## src/rtl/obd_frame_tx.sv

```systemverilog
// obd_frame_tx: snapshots vehicle state and sends it as a UART 8N1 frame.
// Define OBD_TX_CHECKSUM_EN to append an XOR checksum byte (12-byte frame instead of 11).
module obd_frame_tx #(
   parameter int BAUD_DIV = 5208
) (
   input  logic        clk,
   input  logic        rst_n,
   input  logic        send_req,
   input  logic        engine_on,
   input  logic [7:0]  speed,
   input  logic [13:0] rpm,
   input  logic [7:0]  fuel,
   input  logic [7:0]  temp,
   input  logic [31:0] odometer_raw,
   input  logic [2:0]  gear_num,
   input  logic        ess_trigger,
   output logic        tx,
   output logic        busy,
   output logic        frame_done,
   output logic [7:0]  drop_cnt
);
`ifdef OBD_TX_CHECKSUM_EN
   localparam logic [3:0] LAST = 4'd11;
`else
   localparam logic [3:0] LAST = 4'd10;
`endif
   localparam logic [15:0] BAUD_LAST = 16'(BAUD_DIV - 1);

   typedef enum logic [1:0] {IDLE, START, DATA, STOP} state_t;
   state_t state;

   logic [15:0] baud_cnt;
   logic [2:0]  bit_idx;
   logic [3:0]  byte_idx;
   logic        pending, ess_latch;
   logic [7:0]  s_speed, s_fuel, s_temp, s_stat;
   logic [13:0] s_rpm;
   logic [31:0] s_odo;
   logic [7:0]  cur_byte, csum;
   logic        bit_end, fin, launch;

   assign bit_end = baud_cnt == BAUD_LAST;
   assign fin     = state == STOP && bit_end && byte_idx == LAST;
   // a pending request relaunches on the final stop-bit edge, so frames run back to back
   assign launch  = (state == IDLE && (send_req || pending)) || (fin && pending);

   // XOR of the eleven payload bytes, taken from the snapshot
   always_comb csum = 8'hA5 ^ s_speed ^ {2'b00, s_rpm[13:8]} ^ s_rpm[7:0] ^ s_fuel ^ s_temp
                      ^ s_odo[31:24] ^ s_odo[23:16] ^ s_odo[15:8] ^ s_odo[7:0] ^ s_stat;

   // select the byte currently on the wire
   always_comb begin
      case (byte_idx)
         4'd0:    cur_byte = 8'hA5;
         4'd1:    cur_byte = s_speed;
         4'd2:    cur_byte = {2'b00, s_rpm[13:8]};
         4'd3:    cur_byte = s_rpm[7:0];
         4'd4:    cur_byte = s_fuel;
         4'd5:    cur_byte = s_temp;
         4'd6:    cur_byte = s_odo[31:24];
         4'd7:    cur_byte = s_odo[23:16];
         4'd8:    cur_byte = s_odo[15:8];
         4'd9:    cur_byte = s_odo[7:0];
         4'd10:   cur_byte = s_stat;
         default: cur_byte = csum;
      endcase
   end

   // UART framing FSM with registered line, busy and done outputs
   always_ff @(posedge clk or negedge rst_n) begin
      if (!rst_n) begin
         state      <= IDLE;
         tx         <= 1'b1;
         busy       <= 1'b0;
         frame_done <= 1'b0;
         baud_cnt   <= 16'd0;
         bit_idx    <= 3'd0;
         byte_idx   <= 4'd0;
      end else begin
         frame_done <= 1'b0;
         baud_cnt   <= (state == IDLE || bit_end) ? 16'd0 : baud_cnt + 16'd1;
         case (state)
            IDLE: if (launch) begin
               state    <= START;
               tx       <= 1'b0;
               busy     <= 1'b1;
               byte_idx <= 4'd0;
               bit_idx  <= 3'd0;
            end
            START: begin
               busy <= 1'b1;
               if (bit_end) begin
                  state <= DATA;
                  tx    <= cur_byte[0];
               end
            end
            DATA: if (bit_end) begin
               if (bit_idx == 3'd7) begin
                  state <= STOP;
                  tx    <= 1'b1;
               end else
                  tx <= cur_byte[bit_idx + 3'd1];
               bit_idx <= bit_idx + 3'd1;
            end
            STOP: if (bit_end) begin
               if (byte_idx != LAST) begin
                  state    <= START;
                  tx       <= 1'b0;
                  byte_idx <= byte_idx + 4'd1;
               end else begin
                  frame_done <= 1'b1;
                  busy       <= 1'b0;
                  byte_idx   <= 4'd0;
                  state      <= pending ? START : IDLE;
                  tx         <= !pending;
               end
            end
         endcase
      end
   end

   // snapshot capture, ESS latch, request queueing and drop counting
   always_ff @(posedge clk or negedge rst_n) begin
      if (!rst_n) begin
         pending   <= 1'b0;
         ess_latch <= 1'b0;
         drop_cnt  <= 8'd0;
         s_speed   <= 8'd0;
         s_rpm     <= 14'd0;
         s_fuel    <= 8'd0;
         s_temp    <= 8'd0;
         s_odo     <= 32'd0;
         s_stat    <= 8'd0;
      end else begin
         ess_latch <= launch ? ess_trigger : ess_latch | ess_trigger;
         if (launch) begin
            pending <= pending & send_req;
            s_speed <= speed;
            s_rpm   <= rpm;
            s_fuel  <= fuel;
            s_temp  <= temp;
            s_odo   <= odometer_raw;
            s_stat  <= {engine_on, ess_latch, 1'b0, gear_num, 2'b00};
         end else if (send_req) begin
            if (!pending)
               pending <= 1'b1;
            else if (drop_cnt != 8'hFF)
               drop_cnt <= drop_cnt + 8'd1;
         end
      end
   end
endmodule

```

## config.mk

```make
export PLATFORM = sky130hd
export DESIGN_NAME = obd_frame_tx
export DESIGN_NICKNAME = d
export VERILOG_FILES = /design/src/rtl/obd_frame_tx.sv
export SDC_FILE = /design/constraint.sdc
export NUM_CORES = 1
export LEC_CHECK = 0
export CAP_MARGIN = 30
export CORE_ASPECT_RATIO = 1.1
export CORE_MARGIN = 2
export CORE_UTILIZATION = 45
export CTS_BUF_LIST = sky130_fd_sc_hd__clkbuf_4 sky130_fd_sc_hd__clkbuf_8
export CTS_CLUSTER_DIAMETER = 100
export DETAILED_ROUTE_END_ITERATION = 12
export PLACE_DENSITY_LB_ADDON = 0.08
export SYNTH_ARGS = -nofsm -noshare
export SYNTH_HDL_FRONTEND = slang
export SYNTH_SLANG_ARGS = --single-unit
```

## constraint.sdc

```tcl
create_clock -name clk -period 2.2 [get_ports clk]
set_input_delay 0.44 -clock clk [delete_from_list [all_inputs] [get_ports clk]]
set_output_delay 0.44 -clock clk [all_outputs]
set_load 0.01 [all_outputs]
```

==> impl_results.md, run 1 <==
- Status: completed
- Root Driver: clkbuf_8
- Combinational Power Share: 0.541
- Synth cell types: 71
- R2R depth: 6
- Max Slew Vio Count: 0
- CTS Buffer Depth: 2
- H-tree level count: 4
- Max-cap violations: 0
- Final worst path period need: 2.10 ns
- Relative slew slack: 0.603
- Reg-to-Reg Start: byte_idx[2]
- Post-route ant nets: 0
- Sequential area share after synthesis: 0.438
- Clock-pin slew on the worst setup and hold paths: 0.07 ns
- # rows: 45
- Core Area: 0.0139 mm^2
- Largest net degree at the start of global routing: 114
- Share of total power in the clock network: 0.151
- Die Y: 130 um
- Port bufs: 88
- Ys flop type: dfrtp_1
- Syn Inst Count: 571
- Total grt overflow: 0
- Async SR Flop Fraction: 1.00
- Initial antenna violation count: 0
- Finish-stage setup viols: 0
- Setup Skew: 0.00724 ns
- Number of synthesized register bits: 113
- Area after DPL: 0.00762 mm^2
- Int Pwr: 7.85 mW
- HP Class: input port to asynchronous set/reset pin
- Synthesis-to-finish area growth: 25.6%
- Post-route design area: 0.00811 mm^2
- Period Utilization, post-route: 0.953
- Pwr Density: 1570 mW/mm^2
- Switching part of the total power: 0.383
- CTS tree: done
- Hold Vio Cnt, Final: 0
- Reg-to-Reg End: s_odo[5]
- Max Freq: 477 MHz
- Reg-to-reg slack, setup: 0.10 ns
- Io pins: 89
- Diodes inserted: 0
- RSZ-0062 raised after global routing: true
- Sequential power share: 0.309
- WP data arrival: 2.43 ns
- Startpoint type of the worst setup path: flip-flop
- Commonest non-fill, non-tap cell in the layout: dfrtp_1
- Vias per cell: 5.38
- CP endpoint: s_odo[5]
- Routed WL: 15.6 mm
- Most frequent cells in the layout: dfrtp_1 (112), clkdlybuf4s50_1 (87), xnor2_1 (63), mux2_1 (50), nor2_1 (36)
- HPWL Detailed: 11.3 mm
- Setup TNS: 0 ns
- DIE AREA: 0.0153 mm^2
- Wire per inst: 17.6 um
- Critical Path RT: 2.53 ns
- Gr usage total: 0.217
- Crit Path Max Fanout: 33
- Switch Pwr: 4.88 mW
- Multi-input gate area in the final layout: 0.00337 mm^2
- Post-Syn Area: 0.00646 mm^2
- Initial Utilization: 0.464
- DRT iter0 DRCs: 271
- Critical path class: flip-flop to flip-flop
- Nets: 770
- Hold buffers post-CTS: 0
- LEAKAGE: 3.31 nW
- Share of cells above drive strength 1: 0.181
- Fill cells: 1,201
- Worst slew pin tran: 0.596 ns
- TritonCTS buffer count: 17
- Global placer's final weighted congestion: 0.844
- Vias: 4,760
- Die width: 118 um
- Latest clock arrival within the worst-skew pair: 0.45 ns
- CP startpoint: byte_idx[2]
- Avg Cell Area, Syn: 11.3 um^2
- # clock sinks: 113
- Syn. warnings: 0
- Syn Nets: 658
- Pre-antenna DRT Iters: 5
- Vias in the first global route: 5,038
- Peak supply drop: 0.000872 V
- Post-synth EDFFs: 0
- First-pass GRT wire length: 25.8 mm
- Sequential cell area: 0.00283 mm^2
- Crit path capture type: flip-flop
- Drt drc: 0
## registers in the layout, summed over array words and instances (netlist names), 2 cells and up
| signal | flops |
|---|---|
| bit_idx | 3 |
| s_odo | 32 |
| s_speed | 8 |
| baud_cnt | 16 |
| s_rpm | 14 |
| byte_idx | 4 |
| s_stat | 5 |
| state | 2 |
| drop_cnt | 8 |
| s_fuel | 8 |
| s_temp | 8 |
## routing by layer
metal / wire length (um) / GRT usage / vias to the layer above
met2: 7760 / 0.366 / 115
li1: - / - / 2280
met3: 670 / 0.0480 / 35
met5: 0 / 0 / -
met4: 473 / 0.116 / 0
met1: 6690 / 0.262 / 2330
## through the flow
| step | utilization | cells | total power [mW] | hold WS [ns] | setup slack (ns) |
|---|---|---|---|---|---|
| final | 0.583 | 884 | 12.7 | 0.0711 | 0.102 |
| after global routing | 0.583 | 884 | 13.7 | 0.105 | -0.00172 |
| after CTS | 0.576 | 880 | 12.7 | 0.0783 | 0.0579 |
| after detailed placement | 0.548 | 848 | 10.7 | 0.489 | -0.128 |
| after global placement | 0.548 | 848 | 10.6 | 0.481 | -0.0605 |
| after floorplan | - | 571 | 9.07 | 0.144 | 0.138 |
## power by group through the flow
stage,combinational [mW],sequential (mW),clock (mW)
2_1_floorplan,5.44,3.63,0
3_3_place_gp,6.62,3.94,0
3_5_place_dp,6.70,3.97,0
4_1_cts,6.75,3.94,1.98
5_1_grt,7.59,4.07,2.07
6_report,6.89,3.93,1.92
## cell usage after synthesis, types with 4 or more instances
| cell type | n | share of area |
|---|---|---|
| xnor2_1 | 63 | 0.085 |
| nand4_1 | 7 | 0.0068 |
| nand3_1 | 17 | 0.013 |
| buf_8 | 5 | 0.012 |
| nor2_1 | 36 | 0.021 |
| nand2b_1 | 6 | 0.0058 |
| nor3_2 | 4 | 0.0062 |
| a22o_1 | 5 | 0.0068 |
| o31ai_1 | 7 | 0.0081 |
| xor2_1 | 21 | 0.028 |
| inv_1 | 10 | 0.0058 |
| nand2_1 | 25 | 0.015 |
| a211oi_1 | 4 | 0.0047 |
| mux2_2 | 35 | 0.061 |
| buf_2 | 8 | 0.0062 |
| buf_6 | 4 | 0.0070 |
| a21o_1 | 4 | 0.0047 |
| o21ai_0 | 17 | 0.013 |
| a21oi_1 | 13 | 0.010 |
| o221ai_1 | 4 | 0.0054 |
| buf_4 | 7 | 0.0081 |
| a32oi_1 | 5 | 0.0068 |
| nor2b_1 | 10 | 0.0097 |
| dfrtp_1 | 112 | 0.43 |
| a31oi_1 | 5 | 0.0048 |
| and3_1 | 4 | 0.0039 |
| clkbuf_1 | 6 | 0.0035 |
| mux2_1 | 50 | 0.087 |
| ha_1 | 9 | 0.017 |
| a22oi_1 | 5 | 0.0058 |
## cell families after synthesis
logic type | count (synthesis) | synth area share
xor gates and xnor gates | 86 | 0.120
buffers and inverters | 42 | 0.0465
muxes | 87 | 0.151
AOI/OAI and AO/OA | 102 | 0.116
adders and majority gates | 10 | 0.0190
and+or+nand+nor | 131 | 0.109
DFF | 113 | 0.438
## final cells by class
class	instances	area share
timing repair buffer	125	0.154
clock buffer	27	0.0420
tap	188	0.0290
sequential	113	0.349
multi-input combinational	416	0.416
inverter	10	0.00463
clock inverter	5	0.00617
## worst min path at each step
stage	end	cells after the start	start
final	drop_cnt[3]	2	rst_n
after global routing	drop_cnt[3]	2	rst_n
after CTS	drop_cnt[5]	2	rst_n
after detailed placement	drop_cnt[6]	1	drop_cnt[6]
after global placement	baud_cnt[0]	1	baud_cnt[0]
after floorplan	baud_cnt[0]	0	rst_n
## what timing repair did
item,4_1_cts,5_1_grt
gates resized for setup,2,9
endpoints found under the setup margin,16,49
pin swaps,0,6
setup buffers,0,3
gates cloned,0,1
## worst max-delay path: stages, from the launching register on
cell	delay, ns
dfrtp_1	0.40
nor2b_2	0.31
nand3_1	0.25
o21bai_4	0.23
a22o_4	0.20
buf_12	0.21
mux2_2	0.35
No activity file was read; power rests on OpenSTA's default activity.
==> inputs of run 2 (changes only) <==
Settings changed: ABC_CLOCK_PERIOD_IN_PS set to 2200.
==> results of run 2 <==
No change in the layout: final DEF, timing and power equal those of run 1.
